===== src/rtl/mmmu_rx_steer_pkg.sv =====
// Shared types for the MMMU receive-side steering logic: bridge transaction
// types, default line geometry and the receive FSM state encoding.
package mmmu_rx_steer_pkg;

  typedef enum logic [1:0] {
    csr_read          = 2'd0,
    csr_write         = 2'd1,
    cacheline_rd_resp = 2'd2,
    SPMLEN_spm_write  = 2'd3
  } dbus_meta_t;

  localparam int MMMU_LINE_WORDS = 8;

  typedef enum logic [2:0] {
    IDLE = 3'd0,
    HDR  = 3'd1,
    LINE = 3'd2,
    SPM  = 3'd3,
    SKIP = 3'd4
  } rx_state_t;

endpackage


===== src/rtl/mmmu_rx_steer_line.sv =====
// mmmu_line_assembler: packs cacheline payload words into a line, pulses when
// the last word lands, and flags short/long lines (sticky until reset).
module mmmu_line_assembler #(
  parameter int LINE_WORDS = 8
) (
  input  logic                    clk,
  input  logic                    rst,
  input  logic                    start_i,
  input  logic                    word_vld_i,
  input  logic [31:0]             word_i,
  input  logic                    fin_i,
  output logic [32*LINE_WORDS-1:0] rdata_o,
  output logic                    rvalid_o,
  output logic                    err_short_o,
  output logic                    err_long_o,
  output logic                    drop_o
);

  localparam int CW = $clog2(LINE_WORDS) + 1;

  logic [CW-1:0]            cnt_q, cnt_d, cnt_eff;
  logic [32*LINE_WORDS-1:0] buf_q, buf_d;
  logic [32*LINE_WORDS-1:0] out_q, out_d;
  logic                     rvalid_q, rvalid_d;
  logic                     short_q, short_d;
  logic                     long_q, long_d;

  // The output copy only updates on completion so dfp_rdata stays stable
  // while the next line is being filled.
  always_comb begin
    cnt_eff  = start_i ? '0 : cnt_q;
    cnt_d    = cnt_eff;
    buf_d    = buf_q;
    out_d    = out_q;
    rvalid_d = 1'b0;
    short_d  = short_q;
    long_d   = long_q;
    drop_o   = 1'b0;
    if (word_vld_i) begin
      if (cnt_eff == CW'(LINE_WORDS)) begin
        long_d = 1'b1;
        drop_o = 1'b1;
      end else begin
        buf_d[32*cnt_eff[CW-2:0] +: 32] = word_i;
        cnt_d = cnt_eff + 1'b1;
        if (cnt_eff == CW'(LINE_WORDS - 1)) begin
          rvalid_d = 1'b1;
          out_d    = buf_d;
        end
      end
    end
    if (fin_i && (cnt_d != CW'(LINE_WORDS))) begin
      short_d = 1'b1;
      drop_o  = 1'b1;
    end
  end

  always_ff @(posedge clk) begin
    if (!rst) begin
      cnt_q    <= '0;
      buf_q    <= '0;
      out_q    <= '0;
      rvalid_q <= 1'b0;
      short_q  <= 1'b0;
      long_q   <= 1'b0;
    end else begin
      cnt_q    <= cnt_d;
      buf_q    <= buf_d;
      out_q    <= out_d;
      rvalid_q <= rvalid_d;
      short_q  <= short_d;
      long_q   <= long_d;
    end
  end

  assign rdata_o     = out_q;
  assign rvalid_o    = rvalid_q;
  assign err_short_o = short_q;
  assign err_long_o  = long_q;

endmodule


===== src/rtl/mmmu_rx_steer.sv =====
// MMMU receive steering: header capture, transaction FSM, scratchpad write path.
// Optional MMMU_RX_STATS_EN adds saturating line/SPM-beat/drop counters.
//
// state | meaning
// IDLE  | waiting for a header beat
// HDR   | header taken, payload routed by recv_type
// LINE  | cacheline payload to line assembler
// SPM   | scratchpad write burst
// SKIP  | csr traffic, ignored until fin
module mmmu_rx_steer
  import mmmu_rx_steer_pkg::*;
#(
  parameter int LINE_WORDS = MMMU_LINE_WORDS,
  parameter int SPM_AW     = 12
) (
  input  logic                     clk,
  input  logic                     rst,
  input  logic [31:0]              recv_data_i,
  input  logic                     recv_data_vld_i,
  input  dbus_meta_t               recv_type_i,
  input  logic                     recv_fin_i,
  input  logic [8:0]               spm_ilen_m1_i,
  output logic [32*LINE_WORDS-1:0] dfp_rdata_o,
  output logic                     dfp_rvalid_o,
  output logic [31:0]              rx_addr_o,
  output logic [31:0]              spm_wdata_o,
  output logic [SPM_AW-1:0]        spm_waddr_o,
  output logic                     spm_wvalid_o,
  output logic                     spm_wlast_o,
  output logic                     err_short_o,
  output logic                     err_long_o
`ifdef MMMU_RX_STATS_EN
  ,
  output logic [15:0]              stat_lines_o,
  output logic [15:0]              stat_spm_beats_o,
  output logic [15:0]              stat_drops_o
`endif
);

  rx_state_t         state_q, state_d;
  logic [31:0]       rx_addr_q, rx_addr_d;
  logic [SPM_AW-1:0] base_q, base_d;
  logic [8:0]        ilen_q, ilen_d;
  logic [9:0]        j_q, j_d;
  logic              done_q, done_d;
  logic              wvalid_q, wvalid_d, wlast_q, wlast_d;
  logic [31:0]       wdata_q, wdata_d;
  logic [SPM_AW-1:0] waddr_q, waddr_d;
  logic              spm_short_q, spm_short_d, spm_long_q, spm_long_d;
  logic              spm_drop;
  logic              hdr_beat, line_ctx, spm_ctx, line_fin, line_drop;
  logic              line_short, line_long;

  assign hdr_beat = (state_q == IDLE) && recv_data_vld_i;
  assign line_ctx = (state_q == LINE) || ((state_q == HDR) && (recv_type_i == cacheline_rd_resp));
  assign spm_ctx  = (state_q == SPM)  || ((state_q == HDR) && (recv_type_i == SPMLEN_spm_write));
  assign line_fin = recv_fin_i && (line_ctx || (hdr_beat && (recv_type_i == cacheline_rd_resp)));

  always_comb begin
    state_d = state_q;
    case (state_q)
      IDLE: if (recv_data_vld_i) state_d = recv_fin_i ? IDLE : HDR;
      HDR: begin
        if (recv_fin_i)                             state_d = IDLE;
        else if (recv_type_i == cacheline_rd_resp)  state_d = LINE;
        else if (recv_type_i == SPMLEN_spm_write)   state_d = SPM;
        else                                        state_d = SKIP;
      end
      LINE, SPM, SKIP: if (recv_fin_i) state_d = IDLE;
      default: state_d = IDLE;
    endcase
  end

  always_comb begin
    rx_addr_d   = rx_addr_q;
    base_d      = base_q;
    ilen_d      = ilen_q;
    j_d         = j_q;
    done_d      = done_q;
    wvalid_d    = 1'b0;
    wlast_d     = 1'b0;
    wdata_d     = wdata_q;
    waddr_d     = waddr_q;
    spm_short_d = spm_short_q;
    spm_long_d  = spm_long_q;
    spm_drop    = 1'b0;
    if (hdr_beat) begin
      rx_addr_d = recv_data_i;
      base_d    = recv_data_i[SPM_AW-1:0];
      ilen_d    = spm_ilen_m1_i;
      j_d       = '0;
      done_d    = 1'b0;
      if (recv_fin_i && (recv_type_i == SPMLEN_spm_write)) begin
        spm_short_d = 1'b1;
        spm_drop    = 1'b1;
      end
    end
    if (spm_ctx && recv_data_vld_i) begin
      if (done_q) begin
        spm_long_d = 1'b1;
        spm_drop   = 1'b1;
      end else begin
        wvalid_d = 1'b1;
        wdata_d  = recv_data_i;
        waddr_d  = base_q + SPM_AW'(j_q);
        wlast_d  = (j_q == {1'b0, ilen_q});
        done_d   = wlast_d;
        j_d      = j_q + 10'd1;
      end
    end
    if (spm_ctx && recv_fin_i && !done_d) begin
      spm_short_d = 1'b1;
      spm_drop    = 1'b1;
    end
  end

  always_ff @(posedge clk) begin
    if (!rst) begin
      state_q     <= IDLE;
      rx_addr_q   <= '0;
      base_q      <= '0;
      ilen_q      <= '0;
      j_q         <= '0;
      done_q      <= 1'b0;
      wvalid_q    <= 1'b0;
      wlast_q     <= 1'b0;
      wdata_q     <= '0;
      waddr_q     <= '0;
      spm_short_q <= 1'b0;
      spm_long_q  <= 1'b0;
    end else begin
      state_q     <= state_d;
      rx_addr_q   <= rx_addr_d;
      base_q      <= base_d;
      ilen_q      <= ilen_d;
      j_q         <= j_d;
      done_q      <= done_d;
      wvalid_q    <= wvalid_d;
      wlast_q     <= wlast_d;
      wdata_q     <= wdata_d;
      waddr_q     <= waddr_d;
      spm_short_q <= spm_short_d;
      spm_long_q  <= spm_long_d;
    end
  end

  mmmu_line_assembler #(.LINE_WORDS(LINE_WORDS)) u_line (
    .clk         (clk),
    .rst         (rst),
    .start_i     (hdr_beat),
    .word_vld_i  (line_ctx && recv_data_vld_i),
    .word_i      (recv_data_i),
    .fin_i       (line_fin),
    .rdata_o     (dfp_rdata_o),
    .rvalid_o    (dfp_rvalid_o),
    .err_short_o (line_short),
    .err_long_o  (line_long),
    .drop_o      (line_drop)
  );

  assign rx_addr_o    = rx_addr_q;
  assign spm_wdata_o  = wdata_q;
  assign spm_waddr_o  = waddr_q;
  assign spm_wvalid_o = wvalid_q;
  assign spm_wlast_o  = wlast_q;
  assign err_short_o  = line_short | spm_short_q;
  assign err_long_o   = line_long | spm_long_q;

`ifdef MMMU_RX_STATS_EN
  logic [15:0] stat_lines_q, stat_spm_q, stat_drops_q;

  always_ff @(posedge clk) begin
    if (!rst) begin
      stat_lines_q <= '0;
      stat_spm_q   <= '0;
      stat_drops_q <= '0;
    end else begin
      if (dfp_rvalid_o && (stat_lines_q != 16'hFFFF)) stat_lines_q <= stat_lines_q + 16'd1;
      if (wvalid_q && (stat_spm_q != 16'hFFFF))       stat_spm_q   <= stat_spm_q + 16'd1;
      if ((line_drop || spm_drop) && (stat_drops_q != 16'hFFFF))
        stat_drops_q <= stat_drops_q + 16'd1;
    end
  end

  assign stat_lines_o     = stat_lines_q;
  assign stat_spm_beats_o = stat_spm_q;
  assign stat_drops_o     = stat_drops_q;
`else
  logic stats_unused;
  assign stats_unused = line_drop | spm_drop;
`endif

endmodule


===== config.mk =====
export PLATFORM = sky130hd
export DESIGN_NAME = mmmu_rx_steer
export DESIGN_NICKNAME = d
export VERILOG_FILES = /design/src/rtl/mmmu_rx_steer_pkg.sv /design/src/rtl/mmmu_rx_steer_line.sv /design/src/rtl/mmmu_rx_steer.sv
export SDC_FILE = /design/constraint.sdc
export NUM_CORES = 1
export LEC_CHECK = 0
export CAP_MARGIN = 20
export CORE_AREA = 3 3 274 276
export DETAILED_ROUTE_END_ITERATION = 12
export DIE_AREA = 0 0 277 279
export PLACE_DENSITY_LB_ADDON = 0.25
export SYNTH_ARGS = -nofsm -noshare
export SYNTH_HDL_FRONTEND = slang
export SYNTH_SLANG_ARGS = --single-unit

===== constraint.sdc =====
create_clock -name clk -period 3.95 [get_ports clk]
set_clock_uncertainty 0.15 [all_clocks]
set_input_delay 0.79 -clock clk [delete_from_list [all_inputs] [get_ports clk]]
set_output_delay 0.79 -clock clk [all_outputs]
set_load 0.005 [all_outputs]

==> summary.txt, run 1 <==
Status
  • Status: complete, no violations

Worst setup path
  • Startpoint types: input pin
  • Arrival time worst endpoint: 3.77 ns
  • Max FO, Critical Path: 32
  • CP endpoint kind: flop
  • Setup Crit Path Kind: in -> reg
  • RR Endpoint: u_line.rdata_o[156]
  • Flop-to-flop setup slack: roughly 0.71 ns
  • R2R depth: 9
  • Worst reg2reg startpoint: state_q[0]
  • Worst EP required: roughly 4.3 ns

Placement
  • Gpl congestion: 0.7973
  • Detail Placement HPWL: 55430 um
  • Buffers added on ports: 383
  • Post-Place Cells: 4052

Drt
  • Detailed Route Iter0 Violations: roughly 1800
  • WL final: 86230 um
  • Routed vias: 21220
  • Drt first pass iters: 5
  • DRC violations left: 0
  • Detail Route Antenna Nets: 0
  • Via density: 5.083
  • Wire per inst: 20.65 um

Logic synthesis
  • Asr flop ratio synth: 0
  • Register area share after synthesis: 0.4902
  • Post-synthesis mux area share: 0.1286
  • Mapped Cells: 2910
  • Adder-Cell Fraction of Synth Area: 0.008176
  • Yosys warns: 0
  • Complex-gate fraction of the synthesized area: 0.1475
  • Simple-Gate Fraction of Synth Area: 0.1641
  • EDFF count, synth: 0
  • Cell area after synthesis: 25400 sq um
  • Post-Synth XOR/XNOR Area: 0.004827
  • Combinational family with the most area after synthesis: simple AND/OR/NAND/NOR gates
  • Syn Nets: 2973
  • Top FF cell, synth: dfxtp_1
  • Synth unique cells: 65
  • Flops & latches, synth: 622
  • Avg Cell Area, Syn: 8.730 sq um

Pwr
  • Part of the power in registers: 0.471
  • P_int: 10.40 mW
  • Switch Pwr: 3.068 mW
  • Clock share of power: 0.488
  • Total leakage power: 11.86 nW
  • Max IR drop VDD: 290.5 uV
  • Pwr Density: 412.9 nW/um^2
  • Sw Ratio: 0.2278
  • Combinational power share: 0.042

Floorplan
  • Initial core utilization: 0.3488
  • # rows: 99
  • Top-Level Pins: 384
  • Die area: 77280 sq um
  • Core box area: 72830 sq um
  • Die H: 279 um
  • Die X: ~280 um

Finish
  • Layout cell share with drive strength beyond 1: 0.07556
  • Nets: 3229
  • Fillcell total: approximately 7100
  • # diodes: 0
  • Multi-input gate area: 11610 sq um
  • Register area: 12450 sq um
  • Non-filler instance count after layout: 4175
  • Commonest non-fill, non-tap cells in the layout: dfxtp_1 (622), nand2_1 (498), clkdlybuf4s50_1 (382)
  • Area grow syn2layout: 28.39%
  • Commonest non-fill, non-tap cell in the layout: dfxtp_1

CTS
  • Clock Sinks: 622
  • Setup Buffers After CTS: 0
  • Worst-Skew Late Latency: 0.61 ns
  • CTS tree: done
  • CTS Buf Count: between 70 and 80
  • Hold_buf cts: 0
  • Clock Pin Slew Worst Setup and Hold Paths: 0.06 ns
  • Post-CTS Resized: 0
  • Htree depth: 3
  • Root Buffer: clkbuf_16
  • Max clock buf depth: 3

Timing
  • Worst slew pin tran: 0.9703 ns
  • Final Hold Vio Count: 0
  • Setup-failing EPs final: 0
  • Fin. max-slew vios: 0
  • Unrepaired setup endpoints after global routing: no
  • Min cycle time layout: about 3.4 ns
  • Slew HR: 0.3517
  • Setup TNS: 0 ns
  • Crit share post-route: 0.8603
  • Fmax achieved: approximately 0.3 GHz

GRT
  • Vias in the first global route: 20090
  • Initial antenna violation count: 1
  • First-pass GRT wire length: between 100000 and 150000 um
  • GR Overflow Total: 0
  • Maximum number of pins on one net before global-route repair: 165
  • Total global-route track usage: 0.2152

Job
  • Max_cap viols: 0

Min path
  • Type of the most critical hold path: reg -> reg
  • Worst Min Path Start: u_line.buf_q[39]
  • Hold Path Sink: u_line.buf_q[39]
  • Hold path depth: 2
## worst max path at each step
stage | startpoint | end | slack, ns | cells after the start
2_1_floorplan | recv_data_vld_i | u_line.buf_q[10] | 0.32 | 12
3_3_place_gp | recv_data_vld_i | u_line.rdata_o[156] | -0.03 | 10
3_5_place_dp | recv_data_vld_i | u_line.rdata_o[156] | -0.003 | 10
4_1_cts | recv_data_vld_i | u_line.rdata_o[156] | 0.55 | 10
5_1_grt | recv_data_vld_i | u_line.rdata_o[156] | 0.43 | 10
6_report | recv_data_vld_i | u_line.rdata_o[156] | 0.55 | 10
## cell usage after synthesis (all sizes together) (2+ instances only)
master	instances	area, sq um
and2	36	225.2
buf	141	797.0
nor4b	2	23.77
o21ai	111	559.3
ha	15	187.7
a21o	4	30.03
xor2	13	113.9
and2b	2	15.01
nand2	502	1908
a211oi	103	773.2
o211ai	9	67.56
or2	3	18.77
a311oi	64	560.5
clkbuf	161	608.1
mux2	3	33.78
nor2b	4	25.02
and3	5	31.28
nand4	8	50.05
nand3	75	387.9
dfxtp	622	12450
inv	8	32.54
nand2b	4	25.02
a21oi	324	1622
nor4	6	58.80
mux2i	323	3233
a41oi	2	17.52
or3	11	68.82
o21a	3	23.77
nor3	13	85.08
nor2	313	1175
## power groups by stage
stage               Sequential [mW]  Combinational, mW  Clock (mW)
floorplan                      6.47              0.266           0
global placement               6.47              0.571           0
detailed placement             6.47              0.570           0
CTS                            6.34              0.572        6.70
global route                   6.34              0.606        6.99
finish                         6.34              0.565        6.57
## routing by layer
metal	share of wire	routed length, um	global-route usage	vias to the layer above
li1	-	-	-	10490
met1	0.45	38550	0.2868	10100
met2	0.47	40230	0.3503	543
met3	0.068	5839	0.05318	83
met4	0.019	1607	0.05361	0
met5	0	0	0	-
## critical path: stages
cell	delay (ns)
clkdlybuf4s50_1	0.49
or4b_4	0.30
nand2_1	0.09
ha_1	0.21
buf_4	0.15
ha_1	0.20
a21oi_4	0.74
and2_1	0.40
mux2i_1	0.19
a21oi_1	0.19
## stage by stage
stage	instance area (sq um)	setup WS [ns]	total power [mW]	hold WS (ns)	utilization
detailed placement	30310	-0.002947	7.044	0.2968	0.4161
floorplan	25400	0.3245	6.733	0.2785	-
finish	32610	0.5519	13.47	0.3008	0.4478
global route	32610	0.4302	13.94	0.3196	0.4478
CTS	32610	0.5514	13.61	0.3026	0.4478
global placement	30310	-0.02908	7.044	0.2892	0.4161
## kinds of logic (layout without fill, tap and decap cells)
logic type | Yosys count | in the layout
fa+ha+maj | 16 | 16
flops | 622 | 622
simple gates | 991 | 991
xor+xnor | 14 | 14
mux | 326 | 326
compound gates | 631 | 631
buf+inv | 310 | 616
## cell type report
class,instances,share of cell area
Multi-Input combinational cell,1978,0.3559
Clock buffer,106,0.06503
Inverter,8,0.001228
Timing Repair Buffer,485,0.1536
Clock inverter,17,0.005678
Sequential cell,622,0.3818
Tap cell,959,0.03679
## sequential cells by signal, indices dropped and copies added (netlist names)
| name | count |
|---|---|
| done_q | 1 |
| ilen_q | 9 |
| j_q | 10 |
| rx_addr_o | 32 |
| spm_long_q | 1 |
| spm_short_q | 1 |
| spm_waddr_o | 12 |
| spm_wdata_o | 32 |
| spm_wlast_o | 1 |
| spm_wvalid_o | 1 |
| state_q | 3 |
| u_line.buf_q | 256 |
| u_line.cnt_q | 4 |
| u_line.err_long_o | 1 |
| u_line.err_short_o | 1 |
| u_line.rdata_o | 256 |
| u_line.rvalid_o | 1 |
Power figures use the tool's default switching activity.
==> run 2, diff against run 1 <==
--- a/config.mk
+++ b/config.mk
@@ -9,7 +9,6 @@
 export CORE_AREA = 3 3 274 276
 export DETAILED_ROUTE_END_ITERATION = 12
 export DIE_AREA = 0 0 277 279
-export PLACE_DENSITY_LB_ADDON = 0.25
 export SYNTH_ARGS = -nofsm -noshare
 export SYNTH_HDL_FRONTEND = slang
 export SYNTH_SLANG_ARGS = --single-unit
==> summary.txt, run 2 (same netlist as run 1, synthesis figures left out) <==
GRT
  • Vias in the first global route: 20010 (-0.40%)
  • First-pass GRT wire length: 128800 um (-0.36%)
  • Initial antenna violation count: 1 (unchanged)
  • Total global-route track usage: 0.2144 (-0.0008099)
  • Maximum number of pins on one net before global-route repair: 148 (-10%)
  • GR Overflow Total: 0 (unchanged)

Worst setup path
  • Flop-to-flop setup slack: 0.83 ns (+0.12 ns)
  • Max FO, Critical Path: 32 (unchanged)
  • Arrival time worst endpoint: 3.72 ns (-0.05 ns)
  • Setup Crit Path Kind: in -> reg
  • CP endpoint kind: flop
  • Worst reg2reg startpoint: state_q[0]
  • Startpoint types: input pin
  • Worst EP required: 4.34 ns (+0.02 ns)
  • R2R depth: 9 (unchanged)
  • RR Endpoint: u_line.rdata_o[207]

Pwr
  • Max IR drop VDD: 263.3 uV (-9.4%)
  • Pwr Density: 424.4 nW/um^2 (+2.8%)
  • Total leakage power: 11.94 nW (+0.66%)

Timing
  • Unrepaired setup endpoints after global routing: no
  • Fin. max-slew vios: 0 (unchanged)
  • Min cycle time layout: 3.330 ns (-0.06775 ns)
  • Fmax achieved: 0.3003 GHz (+2.0%)
  • Worst hold slack: 0.2989 ns (-0.001890 ns)
  • Worst slew pin tran: 0.9928 ns (+0.02248 ns)
  • Final Hold Vio Count: 0 (unchanged)
  • Slew HR: 0.3381 (-0.01354)
  • Setup-failing EPs final: 0 (unchanged)
  • Crit share post-route: 0.8431 (-0.01715)

Floorplan
  • # rows: 99 (unchanged)
  • Die area: 77280 sq um (unchanged)
  • Die H: 279 um (unchanged)
  • Core box area: 72830 sq um (unchanged)
  • Die X: 277 um (unchanged)
  • Top-Level Pins: 384 (unchanged)
  • Initial core utilization: 0.3488 (unchanged)

Finish
  • Commonest non-fill, non-tap cells in the layout: dfxtp_1 (622), nand2_1 (498), clkdlybuf4s50_1 (382)
  • Commonest non-fill, non-tap cell in the layout: dfxtp_1
  • Nets: 3230 (+0.031%)
  • Area grow syn2layout: 29.21%
  • # diodes: 0 (unchanged)
  • Fillcell total: 7153 (+0.098%)
  • Multi-input gate area: 11620 sq um (about the same)
  • Register area: 12450 sq um (unchanged)
  • Layout cell share with drive strength beyond 1: 0.07950 (+0.003943)
  • Non-filler instance count after layout: 4179 (+0.096%)

Min path
  • Hold path depth: 2 (unchanged)
  • Type of the most critical hold path: reg -> reg
  • Worst Min Path Start: spm_waddr_o[4]
  • Hold Path Sink: spm_waddr_o[4]

Drt
  • Via density: 5.103 (+0.39%)
  • Detailed Route Iter0 Violations: 1772 (-2.9%)
  • Routed vias: 21330 (+0.49%)
  • Wire per inst: 20.61 um (-0.22%)
  • Drt first pass iters: 5 (unchanged)
  • DRC violations left: 0 (unchanged)
  • WL final: 86120 um (-0.13%)
  • Detail Route Antenna Nets: 0 (unchanged)

CTS
  • Hold_buf cts: 0 (unchanged)
  • Clock Pin Slew Worst Setup and Hold Paths: 0.06 ns (about the same)
  • CTS tree: done
  • Worst-Skew Late Latency: 0.62 ns (about the same)
  • CTS Buf Count: 70 (-1.4%)
  • Setup Buffers After CTS: 0 (unchanged)
  • Max clock buf depth: 3 (unchanged)
  • Clock Sinks: 622 (unchanged)
  • Post-CTS Resized: 0 (unchanged)
  • Root Buffer: clkbuf_16
  • Htree depth: 3 (unchanged)

Placement
  • Gpl congestion: 0.8225 (+3.2%)
  • Post-Place Cells: 4054 (+0.049%)
  • Detail Placement HPWL: 55500 um (+0.14%)
  • Buffers added on ports: 383 (unchanged)

Status
  • Status: complete, no violations

Job
  • Max_cap viols: 0 (unchanged)
## run 2: stage by stage
step	setup WS, ns	util	cell area [sq um]	setup TNS, ns	power [mW]
3_3_place_gp	-0.005953	0.4165	30330	-0.01290	7.050
2_1_floorplan	0.3245	-	25400	0	6.733
4_1_cts	0.6170	0.4506	32820	0	14.08
5_1_grt	0.4095	0.4506	32820	0	14.36
3_5_place_dp	-0.02556	0.4165	30330	-0.1637	7.048
6_report	0.6196	0.4506	32820	0	13.93
## run 2: worst max-delay path, stage by stage
cell and delay [ns]:
clkdlybuf4s50_1 0.55, or4b_4 0.56, buf_4 0.17, buf_4 0.19
a21oi_4 0.78, and2_1 0.35, mux2i_1 0.15, a21oi_1 0.17
## run 2: final cells by class
| class | count | area share |
|---|---|---|
| inverter | 8 | 0.001220 |
| multi-input combinational | 1978 | 0.3539 |
| timing repair buffer | 487 | 0.1531 |
| tap | 959 | 0.03656 |
| clock inverter | 36 | 0.01632 |
| sequential | 622 | 0.3794 |
| clock buffer | 89 | 0.05954 |
## run 2: routing by layer
layer	up-vias	GRT usage	share of wire
met5	-	0	0
met4	0	0.05671	0.020
met3	98	0.04858	0.061
met2	541	0.3572	0.48
met1	10190	0.2805	0.44
li1	10500	-	-
## run 2: how the worst max path moves through the flow
stage,start,end,depth (start not counted)
floorplan,recv_data_vld_i,u_line.buf_q[10],12
global placement,recv_data_vld_i,u_line.rdata_o[90],8
detailed placement,recv_data_vld_i,u_line.rdata_o[207],8
CTS,recv_data_vld_i,u_line.rdata_o[207],8
global route,recv_data_vld_i,u_line.rdata_o[207],8
finish,recv_data_vld_i,u_line.rdata_o[207],8
## run 2: power breakdown
| part | switching, mW | internal, mW | total, mW |
|---|---|---|---|
| Clock | 2.77 | 4.26 | 7.03 |
| Combinational | 0.384 | 0.184 | 0.568 |
| Sequential | 0.0282 | 6.31 | 6.34 |
| Total | 3.18 | 10.7 | 13.9 |
==> run 3, diff against run 2 <==
==> constraint.sdc (replaced) <==
create_clock -name clk -period 3.5 [get_ports clk]
set_clock_uncertainty 0.15 [all_clocks]
set_input_delay 0.7 -clock clk [delete_from_list [all_inputs] [get_ports clk]]
set_output_delay 0.7 -clock clk [all_outputs]
set_load 0.005 [all_outputs]
==> summary.txt, run 3 (same netlist as run 1, synthesis figures left out) <==
Worst setup path
  • Arrival time worst endpoint: 3.53 ns (-0.19 ns)
  • CP delay by family, top: simple AND/OR/NAND/NOR gates
  • Worst-path cell chain: clkdlybuf4s50_1 > or4b_4 > nand2_1 > ha_1 > ha_1 > buf_4 > nor2b_2 > nand2_2 > buf_12 > mux2i_1 > a21oi_1
  • Crit path from: recv_data_vld_i
  • Worst reg2reg startpoint: state_q[2]
  • Slowest cell on crit path: or4b_4
  • Setup Crit Path Kind: in -> reg
  • Buf/Inv on CP: 3 (unchanged)
  • Flop-to-flop setup slack: 0.37 ns (-0.46 ns)
  • R2R depth: 10 (+1)
  • Startpoint types: input pin
  • Max FO, Critical Path: 30 (-6.3%)
  • CP endpoint kind: flop
  • RR Endpoint: u_line.rdata_o[213]
  • Crit-path max cell delay: 0.53 ns (-0.25 ns)
  • Cell repeated most along the worst path: ha_1
  • Worst EP required: 3.81 ns (-0.53 ns)

GRT
  • Vias in the first global route: 20290 (+1.4%)
  • Maximum number of pins on one net before global-route repair: 143 (-3.4%)
  • GR Overflow Total: 0 (unchanged)
  • Initial antenna violation count: 0 (-1)
  • Total global-route track usage: 0.2144 (about the same)
  • First-pass GRT wire length: 129400 um (+0.44%)

CTS
  • Post-CTS Resized: 0 (unchanged)
  • Hold_buf cts: 0 (unchanged)
  • Max clock buf depth: 3 (unchanged)
  • Clock Pin Slew Worst Setup and Hold Paths: 0.06 ns (about the same)
  • Clock Sinks: 622 (unchanged)
  • CTS tree: done
  • Root Buffer: clkbuf_16
  • Setup Buffers After CTS: 0 (unchanged)
  • CTS Buf Count: 71 (+1.4%)
  • Worst-Skew Late Latency: 0.61 ns (about the same)
  • Htree depth: 3 (unchanged)

Drt
  • Routed vias: 21450 (+0.60%)
  • DRC violations left: 0 (unchanged)
  • Drt first pass iters: 5 (unchanged)
  • Via density: 5.104 (about the same)
  • Wire per inst: 20.40 um (-1.0%)
  • Detailed Route Iter0 Violations: 1546 (-13%)
  • Detail Route Antenna Nets: 0 (unchanged)
  • WL final: 85740 um (-0.44%)

Pwr
  • Pwr Density: 467.1 nW/um^2 (+10%)
  • Total leakage power: 12.03 nW (+0.70%)
  • Max IR drop VDD: 277.6 uV (+5.4%)

Min path
  • Hold path depth: 2 (unchanged)
  • Type of the most critical hold path: reg -> reg
  • Worst Min Path Start: spm_waddr_o[4]
  • Hold Path Sink: spm_waddr_o[4]

Floorplan
  • Die H: 279 um (unchanged)
  • Die X: 277 um (unchanged)
  • # rows: 99 (unchanged)
  • Die area: 77280 sq um (unchanged)
  • Initial core utilization: 0.3488 (unchanged)
  • Core box area: 72830 sq um (unchanged)
  • Top-Level Pins: 384 (unchanged)

Placement
  • Gpl congestion: 0.7811 (-5.0%)
  • Detail Placement HPWL: 56400 um (+1.6%)
  • Placed Area: 30570 sq um (+0.78%)
  • Buffers added on ports: 383 (unchanged)

Job
  • Max_cap viols: 0 (unchanged)

Timing
  • Final Hold Vio Count: 0 (unchanged)
  • Fmax achieved: 0.3099 GHz
  • Min cycle time layout: 3.227 ns
  • Setup TNS: 0 ns (unchanged)
  • Worst slew pin tran: 0.9630 ns (-0.02977 ns)
  • Setup-failing EPs final: 0 (unchanged)
  • Fin. max-slew vios: 0 (unchanged)
  • Unrepaired setup endpoints after global routing: no
  • Slew HR: 0.3580 (+0.01985)
  • Crit share post-route: 0.9221

Finish
  • Commonest non-fill, non-tap cell in the layout: dfxtp_1
  • Fillcell total: 7130 (-0.32%)
  • Nets: 3252 (+0.68%)
  • Layout cell share with drive strength beyond 1: 0.08418 (+0.004678)
  • Final instance area: 32970 sq um (+0.45%)
  • Area grow syn2layout: 29.79%
  • Commonest non-fill, non-tap cells in the layout: dfxtp_1 (622), nand2_1 (498), clkdlybuf4s50_1 (382)

Status
  • Status: complete, no violations
run 3: worst max path at each step:
stage	cells after the start	slack (ns)	endpoint
after floorplan	12	0.05	u_line.buf_q[10]
after global placement	11	-0.23	u_line.rdata_o[213]
after detailed placement	10	-0.26	u_line.buf_q[211]
after CTS	10	0.35	u_line.buf_q[211]
after global routing	11	0.21	u_line.rdata_o[169]
final	11	0.27	u_line.rdata_o[213]
run 3: cell type report:
| cell class | count | area, sq um | area share |
|---|---|---|---|
| antenna | 1 | 2.502 | 0.00007590 |
| timing repair buffer | 508 | 5270 | 0.1598 |
| tap | 959 | 1200 | 0.03639 |
| clock buffer | 106 | 2118 | 0.06425 |
| sequential | 622 | 12450 | 0.3777 |
| clock inverter | 21 | 279.0 | 0.008463 |
| inverter | 8 | 40.04 | 0.001214 |
| multi-input combinational | 1978 | 11610 | 0.3521 |
run 3: metrics by stage:
step	setup WS [ns]	utilization	power (mW)	cells	hold slack (ns)
5_1_grt	0.2112	0.4526	15.90	4202	0.3101
6_report	0.2728	0.4527	15.40	4203	0.3009
3_3_place_gp	-0.2294	0.4197	7.966	4075	0.2902
2_1_floorplan	0.04917	-	7.599	2910	0.2785
4_1_cts	0.3524	0.4526	15.58	4202	0.2897
3_5_place_dp	-0.2609	0.4197	7.964	4075	0.2965
run 3: where the power goes:
part / switching (mW) / leakage, nW / internal (mW)
Combinational: 0.436 / 5.84 / 0.217
Clock: 3.08 / 1.17 / 4.52
Sequential: 0.0288 / 5.02 / 7.12
Total: 3.55 / 12.0 / 11.9
run 3: worst reg2reg max path: stages (launching register included):
cell	delay [ns]
dfxtp_1	0.39
or4b_4	0.63
nand2_1	0.12
ha_1	0.17
ha_1	0.33
buf_4	0.21
nor2b_2	0.17
nand2_2	0.09
buf_12	0.21
mux2i_1	0.39
a21oi_1	0.12
run 3: routing by layer:
metal,routed length [um],vias to the layer above,GRT usage
li1,-,10540,-
met2,40600,558,0.3562
met4,1715,0,0.05186
met3,5399,100,0.04548
met5,0,-,0
met1,38030,10250,0.2854
